`src/rtl/agc_run_ctrl_pkg.sv`:
```
// Shared types and helpers for the AGC run controller: FSM state encoding
// and a saturating increment used by the cycle and stall counters.
package agc_run_pkg;

  typedef enum logic [2:0] {
    RS_IDLE    = 3'd0,
    RS_HOLD    = 3'd1,
    RS_RUN     = 3'd2,
    RS_DONE    = 3'd3,
    RS_TIMEOUT = 3'd4
  } run_state_t;

  localparam int SAT_W = 64;

  // Callers zero-extend narrower counters and pass their own all-ones ceiling.
  function automatic logic [SAT_W-1:0] sat_inc(input logic [SAT_W-1:0] value,
                                               input logic [SAT_W-1:0] max_value);
    logic [SAT_W-1:0] result;
    if (value >= max_value) begin
      result = max_value;
    end else begin
      result = value + 64'd1;
    end
    return result;
  endfunction

endpackage

```
`src/rtl/agc_run_ctrl_halt_filter.sv`:
```
// Per-core halt glitch filter: halt_in must stay high for HALT_FILTER enabled
// cycles before the sticky halted flag sets; only clear drops the flag.
module agc_halt_filter #(
  parameter int HALT_FILTER = 2
) (
  input  logic clock,
  input  logic reset_n,
  input  logic clear,
  input  logic enable,
  input  logic halt_in,
  output logic halted_out,
  output logic halted_next
);

  localparam int FW = $clog2(HALT_FILTER + 1);
  localparam logic [FW-1:0] F_MAX = FW'(HALT_FILTER);

  logic [FW-1:0] cnt_r;
  logic [FW-1:0] cnt_s;
  logic          halted_r;
  logic          halted_s;

  // Next filter count and flag; the count parks at F_MAX while halt holds.
  always_comb begin
    cnt_s    = cnt_r;
    halted_s = halted_r;
    if (clear) begin
      cnt_s    = '0;
      halted_s = 1'b0;
    end else if (enable) begin
      if (!halt_in) begin
        cnt_s = '0;
      end else if (cnt_r != F_MAX) begin
        cnt_s = cnt_r + FW'(1'b1);
      end else begin
        cnt_s = cnt_r;
      end
      if (cnt_s == F_MAX) begin
        halted_s = 1'b1;
      end else begin
        halted_s = halted_r;
      end
    end else begin
      cnt_s    = cnt_r;
      halted_s = halted_r;
    end
  end

  // Filter state registers.
  always_ff @(posedge clock or negedge reset_n) begin
    if (!reset_n) begin
      cnt_r    <= '0;
      halted_r <= 1'b0;
    end else begin
      cnt_r    <= cnt_s;
      halted_r <= halted_s;
    end
  end

  assign halted_out  = halted_r;
  assign halted_next = halted_s;

endmodule

```
`src/rtl/agc_run_ctrl.sv`:
```
// AGC run controller: holds the cores in reset, runs them until every core
// has a filtered halt or the watchdog expires, and accounts cycles and stalls.
module agc_run_ctrl
  import agc_run_pkg::*;
#(
  parameter int NUM_CORES      = 1,
  parameter int RESET_HOLD     = 4,
  parameter int HALT_FILTER    = 2,
  parameter int TIMEOUT_CYCLES = 100000,
  parameter int CNT_W          = 32
) (
  input  logic                 clock,
  input  logic                 reset_n,
  input  logic                 start,
  input  logic                 abort,
  input  logic [NUM_CORES-1:0] halt,
  input  logic [NUM_CORES-1:0] stall,
  output logic                 core_reset_n,
  output logic                 running,
  output logic                 done,
  output logic                 timed_out,
  output logic [NUM_CORES-1:0] halted_mask,
  output logic [CNT_W-1:0]     cycle_count,
  output logic [CNT_W-1:0]     stall_count
);

  localparam int HOLD_W = (RESET_HOLD > 1) ? $clog2(RESET_HOLD) : 1;
  localparam logic [HOLD_W-1:0] HOLD_LAST = HOLD_W'(RESET_HOLD - 1);
  localparam logic [CNT_W-1:0]  CNT_MAX   = {CNT_W{1'b1}};
  localparam logic [CNT_W-1:0]  TO_VAL    = CNT_W'(TIMEOUT_CYCLES);
  localparam bit                WDOG_EN   = (TIMEOUT_CYCLES != 32'sd0);
  localparam longint TO_LIMIT = (CNT_W >= 63) ? 64'sh7FFF_FFFF_FFFF_FFFF
                                              : ((64'sd1 <<< CNT_W) - 64'sd1);

  if (NUM_CORES < 1 || RESET_HOLD < 1 || HALT_FILTER < 1 || CNT_W < 1 || CNT_W > SAT_W ||
      TIMEOUT_CYCLES < 0 || longint'(TIMEOUT_CYCLES) > TO_LIMIT) begin : g_param_check
    $error("agc_run_ctrl: illegal parameter combination");
  end

  run_state_t             state_r;
  run_state_t             state_s;
  logic [HOLD_W-1:0]      hold_cnt_r;
  logic [CNT_W-1:0]       cycle_r;
  logic [CNT_W-1:0]       stall_r;
  logic [CNT_W-1:0]       cycle_inc_s;
  logic [CNT_W-1:0]       stall_inc_s;
  logic [NUM_CORES-1:0]   halted_next_s;
  logic                   start_ok_s;
  logic                   run_act_s;
  logic                   hold_act_s;
  logic                   timeout_hit_s;

  assign start_ok_s  = start && !abort &&
                       (state_r == RS_IDLE || state_r == RS_DONE || state_r == RS_TIMEOUT);
  assign run_act_s   = (state_r == RS_RUN) && !abort;
  assign hold_act_s  = (state_r == RS_HOLD) && !abort;
  assign cycle_inc_s = CNT_W'(sat_inc(SAT_W'(cycle_r), SAT_W'(CNT_MAX)));
  assign stall_inc_s = CNT_W'(sat_inc(SAT_W'(stall_r), SAT_W'(CNT_MAX)));
  // The watchdog compares the post-increment count, so it fires after exactly TO_VAL RUN cycles.
  assign timeout_hit_s = WDOG_EN && (cycle_inc_s == TO_VAL);

  for (genvar i = 0; i < NUM_CORES; i++) begin : g_filt
    agc_halt_filter #(
      .HALT_FILTER(HALT_FILTER)
    ) u_filt (
      .clock      (clock),
      .reset_n    (reset_n),
      .clear      (start_ok_s),
      .enable     (run_act_s),
      .halt_in    (halt[i]),
      .halted_out (halted_mask[i]),
      .halted_next(halted_next_s[i])
    );
  end

  // FSM state register.
  always_ff @(posedge clock or negedge reset_n) begin
    if (!reset_n) begin
      state_r <= RS_IDLE;
    end else begin
      state_r <= state_s;
    end
  end

  // Next-state logic; abort overrides everything, all-halted beats the watchdog.
  always_comb begin
    state_s = state_r;
    if (abort) begin
      state_s = RS_IDLE;
    end else begin
      case (state_r)
        RS_IDLE, RS_DONE, RS_TIMEOUT: begin
          if (start) state_s = RS_HOLD;
          else       state_s = state_r;
        end
        RS_HOLD: begin
          if (hold_cnt_r == HOLD_LAST) state_s = RS_RUN;
          else                         state_s = RS_HOLD;
        end
        RS_RUN: begin
          if (&halted_next_s)     state_s = RS_DONE;
          else if (timeout_hit_s) state_s = RS_TIMEOUT;
          else                    state_s = RS_RUN;
        end
        default: state_s = RS_IDLE;
      endcase
    end
  end

  // Status outputs decoded straight from the state register.
  always_comb begin
    core_reset_n = 1'b0;
    running      = 1'b0;
    done         = 1'b0;
    timed_out    = 1'b0;
    case (state_r)
      RS_RUN: begin
        core_reset_n = 1'b1;
        running      = 1'b1;
      end
      RS_DONE: begin
        core_reset_n = 1'b1;
        done         = 1'b1;
      end
      RS_TIMEOUT: begin
        core_reset_n = 1'b1;
        timed_out    = 1'b1;
      end
      default: core_reset_n = 1'b0;
    endcase
  end

  // Hold timer and run accounting; values freeze outside RUN and survive abort.
  always_ff @(posedge clock or negedge reset_n) begin
    if (!reset_n) begin
      hold_cnt_r <= '0;
      cycle_r    <= '0;
      stall_r    <= '0;
    end else if (start_ok_s) begin
      hold_cnt_r <= '0;
      cycle_r    <= '0;
      stall_r    <= '0;
    end else if (run_act_s) begin
      cycle_r <= cycle_inc_s;
      if (|stall) stall_r <= stall_inc_s;
    end else if (hold_act_s) begin
      hold_cnt_r <= hold_cnt_r + HOLD_W'(1'b1);
    end
  end

  assign cycle_count = cycle_r;
  assign stall_count = stall_r;

endmodule

```
`config.mk`:
```
export PLATFORM = sky130hd
export DESIGN_NAME = agc_run_ctrl
export DESIGN_NICKNAME = d
export VERILOG_FILES = /design/src/rtl/agc_run_ctrl_pkg.sv /design/src/rtl/agc_run_ctrl_halt_filter.sv /design/src/rtl/agc_run_ctrl.sv
export SDC_FILE = /design/constraint.sdc
export NUM_CORES = 1
export LEC_CHECK = 0
export ABC_AREA = 1
export BUFFER_PORTS_ARGS = -buffer_cell sky130_fd_sc_hd__buf_4
export CAP_MARGIN = 20
export CELL_PAD_IN_SITES_DETAIL_PLACEMENT = 0
export CELL_PAD_IN_SITES_GLOBAL_PLACEMENT = 1
export CORE_ASPECT_RATIO = 2
export CORE_MARGIN = 2
export CORE_UTILIZATION = 43
export DETAILED_ROUTE_END_ITERATION = 8
export HOLD_SLACK_MARGIN = 0.1
export PLACE_DENSITY = 0.93
export RECOVER_POWER = 100
export SKIP_LAST_GASP = 1
export SLEW_MARGIN = 20
export SYNTH_ARGS = -nofsm -noshare
export SYNTH_HDL_FRONTEND = slang
export SYNTH_SLANG_ARGS = --single-unit
export TNS_END_PERCENT = 5
```
`constraint.sdc`:
```
create_clock -name clock -period 3.63 [get_ports clock]
set_clock_uncertainty 0.2 [all_clocks]
set_input_delay 0 -clock clock [delete_from_list [all_inputs] [get_ports clock]]
set_output_delay 0 -clock clock [all_outputs]
set_load 0.1 [all_outputs]
```
Yosys cells after proc, flatten, opt, wreduce, memory -nomap -nowiden

Index checks and enable logic that the tools add are counted.
W data, S select, Z words.

Word-level logic and storage cells: 66
Output and inout port bits: 69
Flip-flop bits (word level): 72
Input port bits: 6

Equality and inequality tests: 10
$add $sub $neg: 4
Mux-type cells: 29
Reductions and logical operators: 15
Order comparisons: 2

Operator list:

| kind                    | count |
|---|---|
| $mux W32                | 7 |
| $add A32 B1 Y32 const B | 2 |
| $ge A32 B32 Y1 const B  | 2 |
| $eq A32 B17 Y1 const B  | 1 |
| $mux W2                 | 10 |
| $mux W3                 | 4 |
| $pmux W3 S3             | 1 |
| $mux W1                 | 7 |
| $eq A3 B2 Y1 const B    | 2 |
| $reduce_bool A2 Y1      | 3 |
| $reduce_or A3 Y1        | 2 |
| $add A2 B1 Y2 const B   | 2 |
| $eq A2 B2 Y1 const B    | 2 |
| $logic_and A1 B1 Y1     | 4 |
| $reduce_and A2 Y1       | 2 |
| $eq A3 B1 Y1 const B    | 1 |
| $eq A3 B3 Y1 const B    | 1 |
| $logic_not A3 Y1        | 1 |
| $ne A3 B3 Y1 const B    | 1 |
| $logic_or A1 B1 Y1      | 2 |
| $ne A2 B1 Y1 const B    | 1 |
| $ne A2 B2 Y1 const B    | 1 |
| $logic_not A1 Y1        | 1 |

Depth between registers and ports, before layout

Depth in word-level cells: 12
Mapped depth: 17
Mapped depth without buffers: 17

By module

A second synthesis with hierarchy kept.

Cell total of the unflattened synthesis: 743
Area total of the unflattened synthesis: 4929.7 um2

Modules (own cells, without submodules):

| module          | sequential area each (um2) | cells each | area an instance (um2) | times used |
|---|---|---|---|---|
| agc_run_ctrl    | 1726.7                     | 721        | 4758.3                 | 1 |
| agc_halt_filter | 75.1                       | 22         | 171.4                  | 1 |

Least setup slack after synthesis

Ideal clock, no wire load.

Kind: reg-to-reg
Start point: reg stall_r[1], in the netlist stall_count[1]
End point: reg stall_r[12], in the netlist stall_count[12]
Period minus slack after synthesis: 3033 ps
Data arrival time: 2766 ps
Stages on the path, launching flop included: 14
Library setup time: 67 ps
Data required time: 3363 ps
Path buffers: 1
Path slack: 597 ps
Path through: dfrtp_1 ha_1 nand3_2 nor3_4 nand2_1 nor2_1 nand2_1 nor2_2 nand2_2 nor3_4 inv_2 buf_6 a21oi_1 a21o_1

Cells in the longest elaborated chain, start to end: 5
Elaborated cells on any way between the ends: 6
Classes of those cells: add/sub (1); order compare (1); mux (4)

Ends and longest elaborated chain:

| item                                                     | RTL line                                       | text |
|---|---|---|
| from (decl)                                              | agc_run_ctrl.sv:44                             | `logic [CNT_W-1:0] stall_r;` |
| from (signal assigned)                                   | agc_run_ctrl.sv:145                            | `if (\|stall) stall_r <= stall_inc_s;` |
| $add A32 B1 Y32 / $ge A32 B32 Y1 (equally long branches) | agc_run_ctrl_pkg.sv:22, agc_run_ctrl_pkg.sv:19 |  |
| $mux W32 *                                               | agc_run_ctrl_pkg.sv:19                         | `if (value >= max_value) begin` |
| $mux W32 *                                               | agc_run_ctrl.sv:145                            |  |
| $mux W32 *                                               | agc_run_ctrl.sv:143                            | `end else if (run_act_s) begin` |
| $mux W32 *                                               | agc_run_ctrl.sv:139                            | `end else if (start_ok_s) begin` |

Every way passes the cells marked *; elsewhere a longest branch is shown, timed or not. The select of a mux whose other input is x is not followed.
A chain may end at the register's enable or synchronous reset.

Worst setup path after layout

Start point: reg cycle_r[2], in the netlist cycle_count[2]
End point: reg state_r[1]

Cells in the longest elaborated chain, start to end: 7
Elaborated cells on any way between the ends: 8
Classes of those cells: add/sub (1); order compare (1); eq/ne (1); mux (5)

Ends and longest elaborated chain:

| item                                                     | RTL line                                       | text |
|---|---|---|
| from (decl)                                              | agc_run_ctrl.sv:43                             | `logic [CNT_W-1:0] cycle_r;` |
| from (signal assigned)                                   | agc_run_ctrl.sv:144                            | `cycle_r <= cycle_inc_s;` |
| $add A32 B1 Y32 / $ge A32 B32 Y1 (equally long branches) | agc_run_ctrl_pkg.sv:22, agc_run_ctrl_pkg.sv:19 |  |
| $mux W32 *                                               | agc_run_ctrl_pkg.sv:19                         |  |
| $eq A32 B17 Y1 *                                         | agc_run_ctrl.sv:60                             | `assign timeout_hit_s = WDOG_EN && (cycle_inc_s == TO_VAL);` |
| $mux W3 *                                                | agc_run_ctrl.sv:102                            | `else if (timeout_hit_s) state_s = RS_TIMEOUT;` |
| $mux W3 *                                                | agc_run_ctrl.sv:101                            | `if (&halted_next_s) state_s = RS_DONE;` |
| $pmux W3 S3 *                                            | agc_run_ctrl.sv:91                             | `case (state_r)` |
| $mux W3 *                                                | agc_run_ctrl.sv:88                             | `if (abort) begin` |
| to (signal assigned)                                     | agc_run_ctrl.sv:81                             | `state_r <= state_s;` |
| to (decl)                                                | agc_run_ctrl.sv:40                             | `run_state_t state_r;` |

Every way passes the cells marked *; elsewhere a longest branch is shown, timed or not.

==> qor.txt <==
most common cell in the synthesized netlist = nand2_1
die area = 12000 sq um
yosys warns = 0
cell area after synthesis = 4760 sq um
largest delay contributor family on the critical path = simple AND/OR/NAND/NOR gates
Root Buffer Master = clkbuf_16
Final Cell Area = 5640 sq um
status = finished, final reports clean
Initial Utilization = 43.8%
GRT Residual Overflow = 0
All-Layer GR Usage = 26.8%
Area growth syn-to-layout = 18.4%
crit path DAT = 3.39 ns
worst path required time = 3.65 ns
largest net degree at the start of global routing = 73
number of synthesized flops with an enable pin = 0
fin nets = 822
Post-synth top flop = dfrtp_1
Die X = 78.4 microns
area of the multi-input gates = 2510 sq um
clk sinks = 72
placed insts = 931
antenna fix cells = 0
sequential share of the synthesized area = 37.8%
Final Util = 51.9%
vias in the first global route = 5297
Synth area leader = dfrtp_1
CP max stage cell = nor2_1
ys async rst share = 100%
Pwr Density = 382 nW/um^2
Hold WS = 0.332 ns
unrepaired setup endpoints after global routing = false
Core ar. = 10900 sq um
setup bufs post-CTS = 0
commonest cells in the synthesized netlist = nand2_1, nor2_1, inv_1
drt via density = 5.53
clk_lat worst skew = 0.34 ns
filler cell count = 1164
io pins = 75
Final Hold Vio Count = 0
setup TNS = 0 ns
Iteration-0 DRC Markers = 327
Cell Chain, Critical Path = nand3_1 -> inv_1 -> nand2_1 -> nor2_1 -> nand2_1 -> nand2_1 -> nand3_1 -> nor2_1 -> nand2_1 -> nor2_1 -> nand3_1 -> nand2_1 -> nand2_1 -> nand2_1 -> nand2_1 -> dlygate4sd3_1
MaxCap Viol Count = 0
drt first pass iters = 5
initial antenna violation count = 0
DR WL/cell = 16.1 microns
CTS Buffer Depth = 2
DRC violations left = 0
top cells by area, synth = dfrtp_1, nand2_1, o21ai_0, nor2_1, inv_1
Final Max Slew Viols = 0
top fanout value on the critical path = 7
Die H = 153 microns
Critical Path Max Stage Delay = 0.59 ns
WP buf/inv = 2
min Tclk post-route = 3.38 ns
via count = 5290
crit start category = flip-flop
slew margin rel. = 8.25%
Pwr Total = 2.16 mW
FF+latch area = 1800 sq um
syn_area_per_cell = 6.53 sq um
Achievable Freq = 296 MHz
most frequent CP cell = nand2_1
CTS tree = built
Cell Area, Placed = 5450 sq um
H-tree lvl count = 3
post-route setup slack = 0.254 ns
Syn Nets = 740
post-synthesis cell count = 730
Port Buf Inserts = 74
Clock Pin Slew Worst Setup and Hold Paths = 0.06 ns
gpl congestion = 0.959
# setup viols final = 0
dpl ws = 0.649 ns
crit end category = flip-flop
share of cells above drive strength 1 = 4.04%
Synth Register Bits = 72
global-route wire length before repair = 25.2 mm
Total Wirelength = 15.4 mm
Crit Path Category = flip-flop to flip-flop
dpl hpwl = 11.5 mm
maximum vdd drop = 0.000285 V
LEAKAGE = 2.43 nW
Slew @ Worst Pin = 1.38 ns
library cells used by synthesis = 34
type of the worst min-delay path = primary input to flip-flop
CTS buffer count = 9
Row Count = 54
Yosys top cell area share = 37.8%
post-route insts no fill = 957
antenna viol nets, final = 0
crit share post-route = 93.0%
logic make-up (layout without fill, tap and decap cells):
kind of cell               count (synthesis)  count (layout)  synth area share, %
AOI/OAI and AO/OA                        120             120                 13.5
xor gates and xnor gates                   9               9                 1.65
adders and majority gates                  4               4                 1.05
buffers and inverters                    112             199                 9.09
DFF                                       72              72                 37.8
and+or+nand+nor                          413             413                 36.9
worst reg2reg max path, delay by kind of cell, from the launching register on:
| family | cells | cell delay [ns] |
|---|---|---|
| buf+inv | 2 | 0.72 |
| flops | 1 | 0.43 |
| simple gates | 14 | 1.92 |
state kept, by name (all words and copies together) (netlist names):
signal	flops
cycle_count	32
stall_count	32
state_r	3
g_filt.u_filt.cnt_r	2
hold_cnt_r	2
g_filt.u_filt.halted_out	1
layout by cell type, fill, tap and decap left out, drive strengths merged:
cell type and n:
buf 7, bufinv 3, nor2 101, clkinvlp 2, a22o 2, clkinv 2, nand3b 2, inv 93
o22ai 11, ha 4, xor2 7, xnor2 2, nand3 62, dlygate4sd3 9, clkbuf 83, o311ai 1
nand2 209, a31o 1, a21oi 16, dfrtp 72, nor3 20, or2 2, o31ai 2, o211ai 1
a21o 2, nand4 14, a31oi 2, o21ai 82, nor4 3
path summary, 6_finish.rpt:
path                                                start                        end  slack (ns)  cells after the start
worst max-delay path                       cycle_count[2]                 state_r[1]        0.25                     16
worst min-delay path                                 halt  g_filt[0].u_filt.cnt_r[1]        0.33                      4
worst max register to register             cycle_count[2]                 state_r[1]        0.25                     16
worst min register to register  g_filt[0].u_filt.cnt_r[1]  g_filt[0].u_filt.cnt_r[1]        0.34                      2
max in group asynchronous                         reset_n            stall_count[23]        1.47                      4
min in group asynchronous                         reset_n             cycle_count[7]        0.84                      3
report_power, final:
| group | leakage [nW] | switching (mW) | internal [mW] |
|---|---|---|---|
| clock | 0.172 | 0.354 | 0.708 |
| combinational | 1.26 | 0.193 | 0.0566 |
| sequential | 1.00 | 0.0186 | 0.826 |
| total | 2.43 | 0.566 | 1.59 |
layout make-up:
| type | count | share of cell area (%) |
|---|---|---|
| inverters | 95 | 6.39 |
| well taps | 140 | 3.10 |
| multi-input cells | 546 | 44.6 |
| clock inverters | 5 | 1.82 |
| clock buffers | 11 | 4.48 |
| flip-flops and latches | 72 | 31.9 |
| repair buffers | 88 | 7.70 |
routing by layer:
metal / GRT usage [%] / up-vias / routed length, microns
met5: 0 / - / 0
li1: - / 2541 / -
met1: 27.1 / 2500 / 5300
met4: 17.8 / 0 / 966
met3: 3.96 / 50 / 673
met2: 49.4 / 199 / 8470
what timing repair did:
item                                   4_1_cts  5_1_grt
resized for setup                            0        2
setup endpoints to repair                    0        1
hold buffers                                 8        1
endpoints found under the hold margin      108       21
Note: power is estimated with default switching activity, not from simulation.
